[src/rtl/serial_adder.sv]
// serial_adder: multi-cycle unsigned adder computing a + b + cin with one DIGIT-bit
// adder slice and a registered carry, least-significant digit first.
//
// Parameters:
//   WIDTH  operand/sum width in bits (>= 1)
//   DIGIT  bits processed per clock; must divide WIDTH
//
// Ports:
//   clk    rising-edge clock
//   rst    synchronous reset, active-high
//   start  request, accepted only while ready=1
//   a, b   operands, sampled on the accepted-start edge
//   cin    carry-in, sampled on the accepted-start edge
//   ready  idle, able to accept start
//   busy   computation in progress
//   done   one-cycle pulse; sum/cout valid from this cycle
//   sum    result, held until the next done
//   cout   carry out of the MSB, held with sum
//   ovf    (only with SERIAL_ADDER_OVF_EN defined) two's-complement signed overflow,
//          held with sum
//
// Optional feature macro: SERIAL_ADDER_OVF_EN adds the ovf output.
module serial_adder #(
    parameter int unsigned WIDTH = 8,
    parameter int unsigned DIGIT = 1
) (
    input  logic             clk,
    input  logic             rst,
    input  logic             start,
    input  logic [WIDTH-1:0] a,
    input  logic [WIDTH-1:0] b,
    input  logic             cin,
    output logic             ready,
    output logic             busy,
    output logic             done,
    output logic [WIDTH-1:0] sum,
    output logic             cout
`ifdef SERIAL_ADDER_OVF_EN
    ,
    output logic             ovf
`endif
);

    localparam int unsigned STEPS = (DIGIT == 0) ? 1 : WIDTH / DIGIT;
    localparam int unsigned CW    = (STEPS > 1) ? $clog2(STEPS) : 1;
    localparam logic [CW-1:0] LAST = CW'(STEPS - 1);

    if (WIDTH < 1 || DIGIT < 1 || DIGIT > WIDTH || (WIDTH % DIGIT) != 0) begin : g_bad_params
        $error("serial_adder: DIGIT must be >= 1 and divide WIDTH exactly");
    end

    typedef enum logic [1:0] {StIdle, StRun, StDone} state_e;

    state_e           state_q, state_d;
    logic [WIDTH-1:0] a_sh_q, a_sh_d;
    logic [WIDTH-1:0] b_sh_q, b_sh_d;
    logic [WIDTH-1:0] r_q, r_d;
    logic [WIDTH-1:0] sum_q, sum_d;
    logic [CW-1:0]    cnt_q, cnt_d;
    logic             c_q, c_d;
    logic             cout_q, cout_d;
    logic [DIGIT:0]   dsum;
    logic [WIDTH-1:0] r_shift;
`ifdef SERIAL_ADDER_OVF_EN
    logic             ovf_q, ovf_d;
    logic             msb_cin;
`endif

    always_comb begin
        state_d = state_q;
        a_sh_d  = a_sh_q;
        b_sh_d  = b_sh_q;
        r_d     = r_q;
        sum_d   = sum_q;
        cnt_d   = cnt_q;
        c_d     = c_q;
        cout_d  = cout_q;
        ready   = 1'b0;
        busy    = 1'b0;
        done    = 1'b0;

        dsum = {1'b0, a_sh_q[DIGIT-1:0]} + {1'b0, b_sh_q[DIGIT-1:0]} + (DIGIT + 1)'(c_q);

        // New digit enters the top of the result register; after STEPS shifts the
        // first digit computed has reached bit 0.
        r_shift = r_q >> DIGIT;
        r_shift[WIDTH-1 -: DIGIT] = dsum[DIGIT-1:0];

`ifdef SERIAL_ADDER_OVF_EN
        ovf_d   = ovf_q;
        // Carry into the MSB recovered from the MSB sum bit of the final digit.
        msb_cin = dsum[DIGIT-1] ^ a_sh_q[DIGIT-1] ^ b_sh_q[DIGIT-1];
`endif

        case (state_q)
            StIdle: begin
                ready = 1'b1;
                if (start) begin
                    a_sh_d  = a;
                    b_sh_d  = b;
                    c_d     = cin;
                    cnt_d   = '0;
                    state_d = StRun;
                end
            end
            StRun: begin
                busy   = 1'b1;
                a_sh_d = a_sh_q >> DIGIT;
                b_sh_d = b_sh_q >> DIGIT;
                r_d    = r_shift;
                c_d    = dsum[DIGIT];
                cnt_d  = cnt_q + CW'(1);
                if (cnt_q == LAST) begin
                    // Final digit: publish the completed result on the DONE-entry edge.
                    cnt_d   = '0;
                    sum_d   = r_shift;
                    cout_d  = dsum[DIGIT];
`ifdef SERIAL_ADDER_OVF_EN
                    ovf_d   = msb_cin ^ dsum[DIGIT];
`endif
                    state_d = StDone;
                end
            end
            StDone: begin
                done    = 1'b1;
                state_d = StIdle;
            end
            default: state_d = StIdle;
        endcase
    end

    always_ff @(posedge clk) begin
        if (rst) begin
            state_q <= StIdle;
            a_sh_q  <= '0;
            b_sh_q  <= '0;
            r_q     <= '0;
            sum_q   <= '0;
            cnt_q   <= '0;
            c_q     <= 1'b0;
            cout_q  <= 1'b0;
`ifdef SERIAL_ADDER_OVF_EN
            ovf_q   <= 1'b0;
`endif
        end else begin
            state_q <= state_d;
            a_sh_q  <= a_sh_d;
            b_sh_q  <= b_sh_d;
            r_q     <= r_d;
            sum_q   <= sum_d;
            cnt_q   <= cnt_d;
            c_q     <= c_d;
            cout_q  <= cout_d;
`ifdef SERIAL_ADDER_OVF_EN
            ovf_q   <= ovf_d;
`endif
        end
    end

    assign sum  = sum_q;
    assign cout = cout_q;
`ifdef SERIAL_ADDER_OVF_EN
    assign ovf  = ovf_q;
`endif

endmodule

[config.mk]
export PLATFORM = sky130hd
export DESIGN_NAME = serial_adder
export DESIGN_NICKNAME = d
export VERILOG_FILES = /design/src/rtl/serial_adder.sv
export SDC_FILE = /design/constraint.sdc
export NUM_CORES = 1
export LEC_CHECK = 0
export CORE_ASPECT_RATIO = 0.8
export CORE_MARGIN = 10
export CORE_UTILIZATION = 50
export DETAILED_ROUTE_END_ITERATION = 10
export PLACE_DENSITY = 0.78
export RECOVER_POWER = 50
export SYNTH_ARGS = -nofsm -noshare
export SYNTH_HDL_FRONTEND = slang
export SYNTH_SLANG_ARGS = --single-unit
[constraint.sdc]
create_clock -name clk -period 2.1 [get_ports clk]
set_input_delay 0.315 -clock clk [delete_from_list [all_inputs] [get_ports clk]]
set_output_delay 0.315 -clock clk [all_outputs]
set_load 0.02 [all_outputs]
Yosys cells after proc, flatten, opt, wreduce, memory -nomap -nowiden
Cells that the tools add are included.
{"block": "classes", "n_addsub": 3, "eq_ne": 5, "mux": 15, "reduce_logical": 5}
{"op": "one-hot mux 8 bit (2 select lines)", "count": 2}
{"op": "2-to-1 mux 8 bit", "count": 2}
{"op": "2-to-1 mux 3 bit", "count": 2}
{"op": "one-hot mux 3 bit (2 select lines)", "count": 1}
{"op": "AND reduction 2 bit", "count": 3}
{"op": "2-to-1 mux 1 bit", "count": 4}
{"op": "2-to-1 mux 2 bit", "count": 2}
{"op": "!= test 2 bit (second input constant)", "count": 2}
{"op": "one-hot mux 2 bit (2 select lines)", "count": 1}
{"op": "adder 3 x 1 -> 3 bit (second input constant)", "count": 1}
{"op": "equality test 3 bit (second input constant)", "count": 1}
{"op": "adder 1 x 1 -> 2 bit", "count": 1}
{"op": "adder 2 x 1 -> 2 bit", "count": 1}
{"op": "equality test 2 x 1 -> 1 bit (second input constant)", "count": 1}
{"op": "equality test 2 bit (second input constant)", "count": 1}
{"op": "zero test 2 bit", "count": 1}
{"op": "one-hot mux 1 bit (2 select lines)", "count": 1}
{"op": "nonzero test 2 bit", "count": 1}
{"block": "totals", "register_bits": 39, "out_inout_bits": 12}

Depth between registers and ports, before layout
{"block": "logic_depth", "ltp_word": 3, "depth_mapped": 7}

Worst setup path after synthesis
No wires, ideal clock.
{"block": "synth_path", "path_kind": "reg-to-reg", "start": "reg cnt_q[0]", "end": "reg cout_q (netlist: cout)", "setup_time_ns": 0.128, "t_arrival_ns": 1.319, "required_ns": 1.972, "setup_slack_ns": 0.653, "path_stages_with_launch": 7, "path_buffers": 1, "synth_period_minus_slack_ns": 1.447, "path_cell_list": "dfxtp_1 > ha_1 > ha_1 > buf_2 > nand3b_1 > mux2i_1 > nor2_1"}
{"block": "synth_via", "elab_chain_cells": 2}
{"item": "from (decl)", "line": "59", "text": "logic [CW-1:0] cnt_q, cnt_d;"}
{"item": "from (signal assigned)", "line": "151", "text": "cnt_q <= cnt_d;"}
{"item": "equality test 3 bit", "line": "113", "text": "if (cnt_q == LAST) begin"}
{"item": "AND reduction 2 bit (no line)"}
{"item": "to (signal assigned)", "line": "153", "text": "cout_q <= cout_d;"}
{"item": "to (decl)", "line": "61", "text": "logic cout_q, cout_d;"}
No other way between the ends.
A chain may end at the register's enable or synchronous reset.

Final worst setup path
{"block": "layout_path", "start": "reg state_q[0]", "end": "out busy"}
{"block": "layout_via", "elab_chain_cells": 2}
{"item": "from (decl)", "line": "54", "text": "state_e state_q, state_d;"}
{"item": "from (signal assigned)", "line": "134", "text": "state_q <= StIdle;"}
{"item": "from (signal assigned)", "line": "146", "text": "state_q <= state_d;"}
{"item": "equality test 2 x 1 -> 1 bit", "line": "95", "text": "case (state_q)"}
{"item": "2-to-1 mux 1 bit", "line": "95"}
{"item": "to (decl)", "line": "34", "text": "output logic busy,"}
No other way between the ends.

==> results.txt <==
Result of the run - completed
Post-Route WL - 3370 microns
Count of final hold-check violations - 0
HP Class - register to register
Layout cells sized above 1 - 0.130
Leading cell type in the layout, fill and taps excluded - sky130_fd_sc_hd__dfxtp_1
Remaining routing DRC violations - 0
Startpoint kind of the worst setup timing path - register
Starting Density - 0.514
Library cells used by synthesis - 26
Number of I/O port buffers - 31
Register-to-Register Setup Slack - 300 ps
Worst slack at placement - 75.5 ps
Area of the die - 5780 sq um
Areal power density over the cells - 833 nW/um^2
Max rail drop VDD - 0.445 mV
Setup repair after global routing missed its margin - no
Area used by sequential logic in the layout - 761 sq um
Fin area - 2020 sq um
Setup WS post-layout - 155 ps
Filler cell count in the final layout - 261
Site Rows - 18
Syn avg cell area - 9.25 sq um
Placed inst area - 1900 sq um
Post-layout instance count excluding filler cells - 240
Worst clock skew - 12.2 ps
ANT nets after route - 0
Maximum fanout count along the critical path - 7
Number of max-cap violations - 0
N_diodes - 0
Clock-pin slew on the worst setup and hold paths - 70 ps
Most frequent cells in the layout - sky130_fd_sc_hd__dfxtp_1 (38), sky130_fd_sc_hd__nand2_1 (24), sky130_fd_sc_hd__a21oi_1 (23)
Clk_lat worst skew - 290 ps
Worst-case headroom to the max-slew limit - 0.312
Critical Path Max Stage Delay - 600 ps
CTS tree - built
Multi-input gate area - 658 sq um
Crit Path Class - register to output pin
Final critical-path share of the clock period - 0.926
Initial antenna violation count - 0
Number of buffers created by CTS - 5
Total Nets Final - 222
Highest achievable clock rate - 514 MHz
Vias per cell - 5.31
Area growth syn-to-layout - 29.1%
Final period demand of the worst path - 1950 ps
Kind of cell adding the most delay to the critical path - buffers and inverters
Aggregate global-route resource usage - 0.121
CTS Buffer Depth - 2
Reported leakage power - 0.766 nW
Number of synthesis warnings - 0
Slew at the pin with the worst max-slew slack - 1030 ps
Data arrival time of the worst path - 1630 ps
Crit path max-delay cell type - sky130_fd_sc_hd__clkdlybuf4s50_1
# placed instances - 232
Required time worst endpoint - 1780 ps
Total Neg Setup Slack - 0 ps
Global-route wire length before repair - 5720 microns
Buffers inserted during post-CTS setup optimization - 0
Fraction of the yosys area taken by sequential cells - 0.487
Flip-flop and latch count after synthesis - 38
Net count of the mapped netlist - 192
Count of clock tree sinks - 38
CTS H-tree depth - 2
Nature of the critical path endpoint - output pin
Weighted congestion reported at the end of routability-driven placement - 0.753
Total overflow reported by the global router - 0
DP HPWL - 2350 microns
Pins Over Slew Limit - 0
Cell-by-cell listing of the critical path - nand2b_1 > clkinvlp_2 > clkdlybuf4s50_1
Core ar. - 3040 sq um
Total setup violations reported at the end of the flow - 0
Maximum number of pins on one net before global-route repair - 39
Count of vias placed by the detailed router - 1,275
Number of global-route vias before repair - 1,277
CP bufs+invs - 2
Hold-fix buffer count after cts - 0
Initial DRC count - 72
Cell count after synthesis - 169
Syn Std Cell Area - 1560 sq um
Total power after layout - 1.68 mW
I/O pin cnt - 32
PostCTS Resize Cnt - 0
Drt first pass iters - 4
Average wire length per cell after detail routing - 14.0 microns
Width of the die - 82.5 microns
Height of the die - 70.0 microns
Root Buffer Master - sky130_fd_sc_hd__clkbuf_8
-- synthesized netlist by cell type --
cell type | number | share of area
sky130_fd_sc_hd__buf_4 | 1 | 0.0048
sky130_fd_sc_hd__nor2_2 | 1 | 0.0040
sky130_fd_sc_hd__nor2_1 | 8 | 0.019
sky130_fd_sc_hd__inv_4 | 1 | 0.0040
sky130_fd_sc_hd__clkbuf_1 | 4 | 0.0096
sky130_fd_sc_hd__or3_1 | 1 | 0.0040
sky130_fd_sc_hd__mux2i_1 | 2 | 0.013
sky130_fd_sc_hd__dfxtp_1 | 38 | 0.49
sky130_fd_sc_hd__nand2_1 | 24 | 0.058
sky130_fd_sc_hd__nor2b_1 | 1 | 0.0040
sky130_fd_sc_hd__buf_2 | 5 | 0.016
sky130_fd_sc_hd__a22oi_1 | 1 | 0.0048
sky130_fd_sc_hd__o221a_2 | 5 | 0.036
sky130_fd_sc_hd__nand3_1 | 8 | 0.026
sky130_fd_sc_hd__a21oi_2 | 10 | 0.056
sky130_fd_sc_hd__o21bai_1 | 1 | 0.0048
sky130_fd_sc_hd__inv_1 | 16 | 0.038
sky130_fd_sc_hd__nor3_1 | 1 | 0.0032
sky130_fd_sc_hd__o221a_1 | 10 | 0.072
sky130_fd_sc_hd__nand3b_1 | 1 | 0.0048
sky130_fd_sc_hd__ha_1 | 2 | 0.016
sky130_fd_sc_hd__buf_6 | 2 | 0.014
sky130_fd_sc_hd__nand2b_1 | 1 | 0.0040
sky130_fd_sc_hd__a21oi_1 | 21 | 0.067
sky130_fd_sc_hd__fa_1 | 1 | 0.013
sky130_fd_sc_hd__a32oi_1 | 3 | 0.017
-- final timing paths --
kind / cells past startpoint / start / end
setup / recovery: 3 / state_q[0] / busy
hold / removal: 2 / sum[2] / sum[2]
setup reg to reg: 5 / state_q[1] / b_sh_q[0]
hold reg to reg: 2 / sum[2] / sum[2]
-- power by group --
group          internal (mW)  switching, mW  total [mW]
Clock                  0.476          0.252       0.728
Combinational         0.0888         0.0862       0.175
Sequential             0.755         0.0228       0.778
Total                   1.32          0.361        1.68
-- per-layer routing --
layer,global-route usage,part of all wire
met5,0,0
met4,0.0390,0.0098
met3,0.0486,0.066
met2,0.190,0.47
met1,0.146,0.46
-- logic make-up after synthesis --
group	count (synthesis)	share of synthesized area
AO/OA/AOI/OAI	51	0.258
adder cells (fa/ha/maj)	3	0.0288
buffers and inverters	29	0.0873
flip-flops	38	0.487
multiplexers	2	0.0128
AND/OR/NAND/NOR	46	0.127
-- through the flow --
stage               utilization  hold WS (ps)
finish                    0.664           453
global route              0.664           488
CTS                       0.669           460
detailed placement        0.623           450
global placement          0.623           444
floorplan                     -           437
-- final cells by class --
class,instances,share of cell area
Sequential cell,38,0.377
Multi-Input combinational cell,102,0.326
Inverter,17,0.0322
Clock inverter,3,0.0341
Tap cell,40,0.0248
Clock buffer,5,0.0341
Timing Repair Buffer,35,0.172
-- worst register-to-register path: cells and delay by family, from the launching register on --
family	cells	cell delay (ps)
flops	1	470
simple gates	1	190
compound gates	2	530
buf+inv	2	560
-- registers in the layout, summed over array words and instances, names as in the netlist --
signal / count
cnt_q: 3
sum: 8
b_sh_q: 8
r_q: 7
cout: 1
c_q: 1
a_sh_q: 8
state_q: 2
Power figures use the tool's default switching activity.
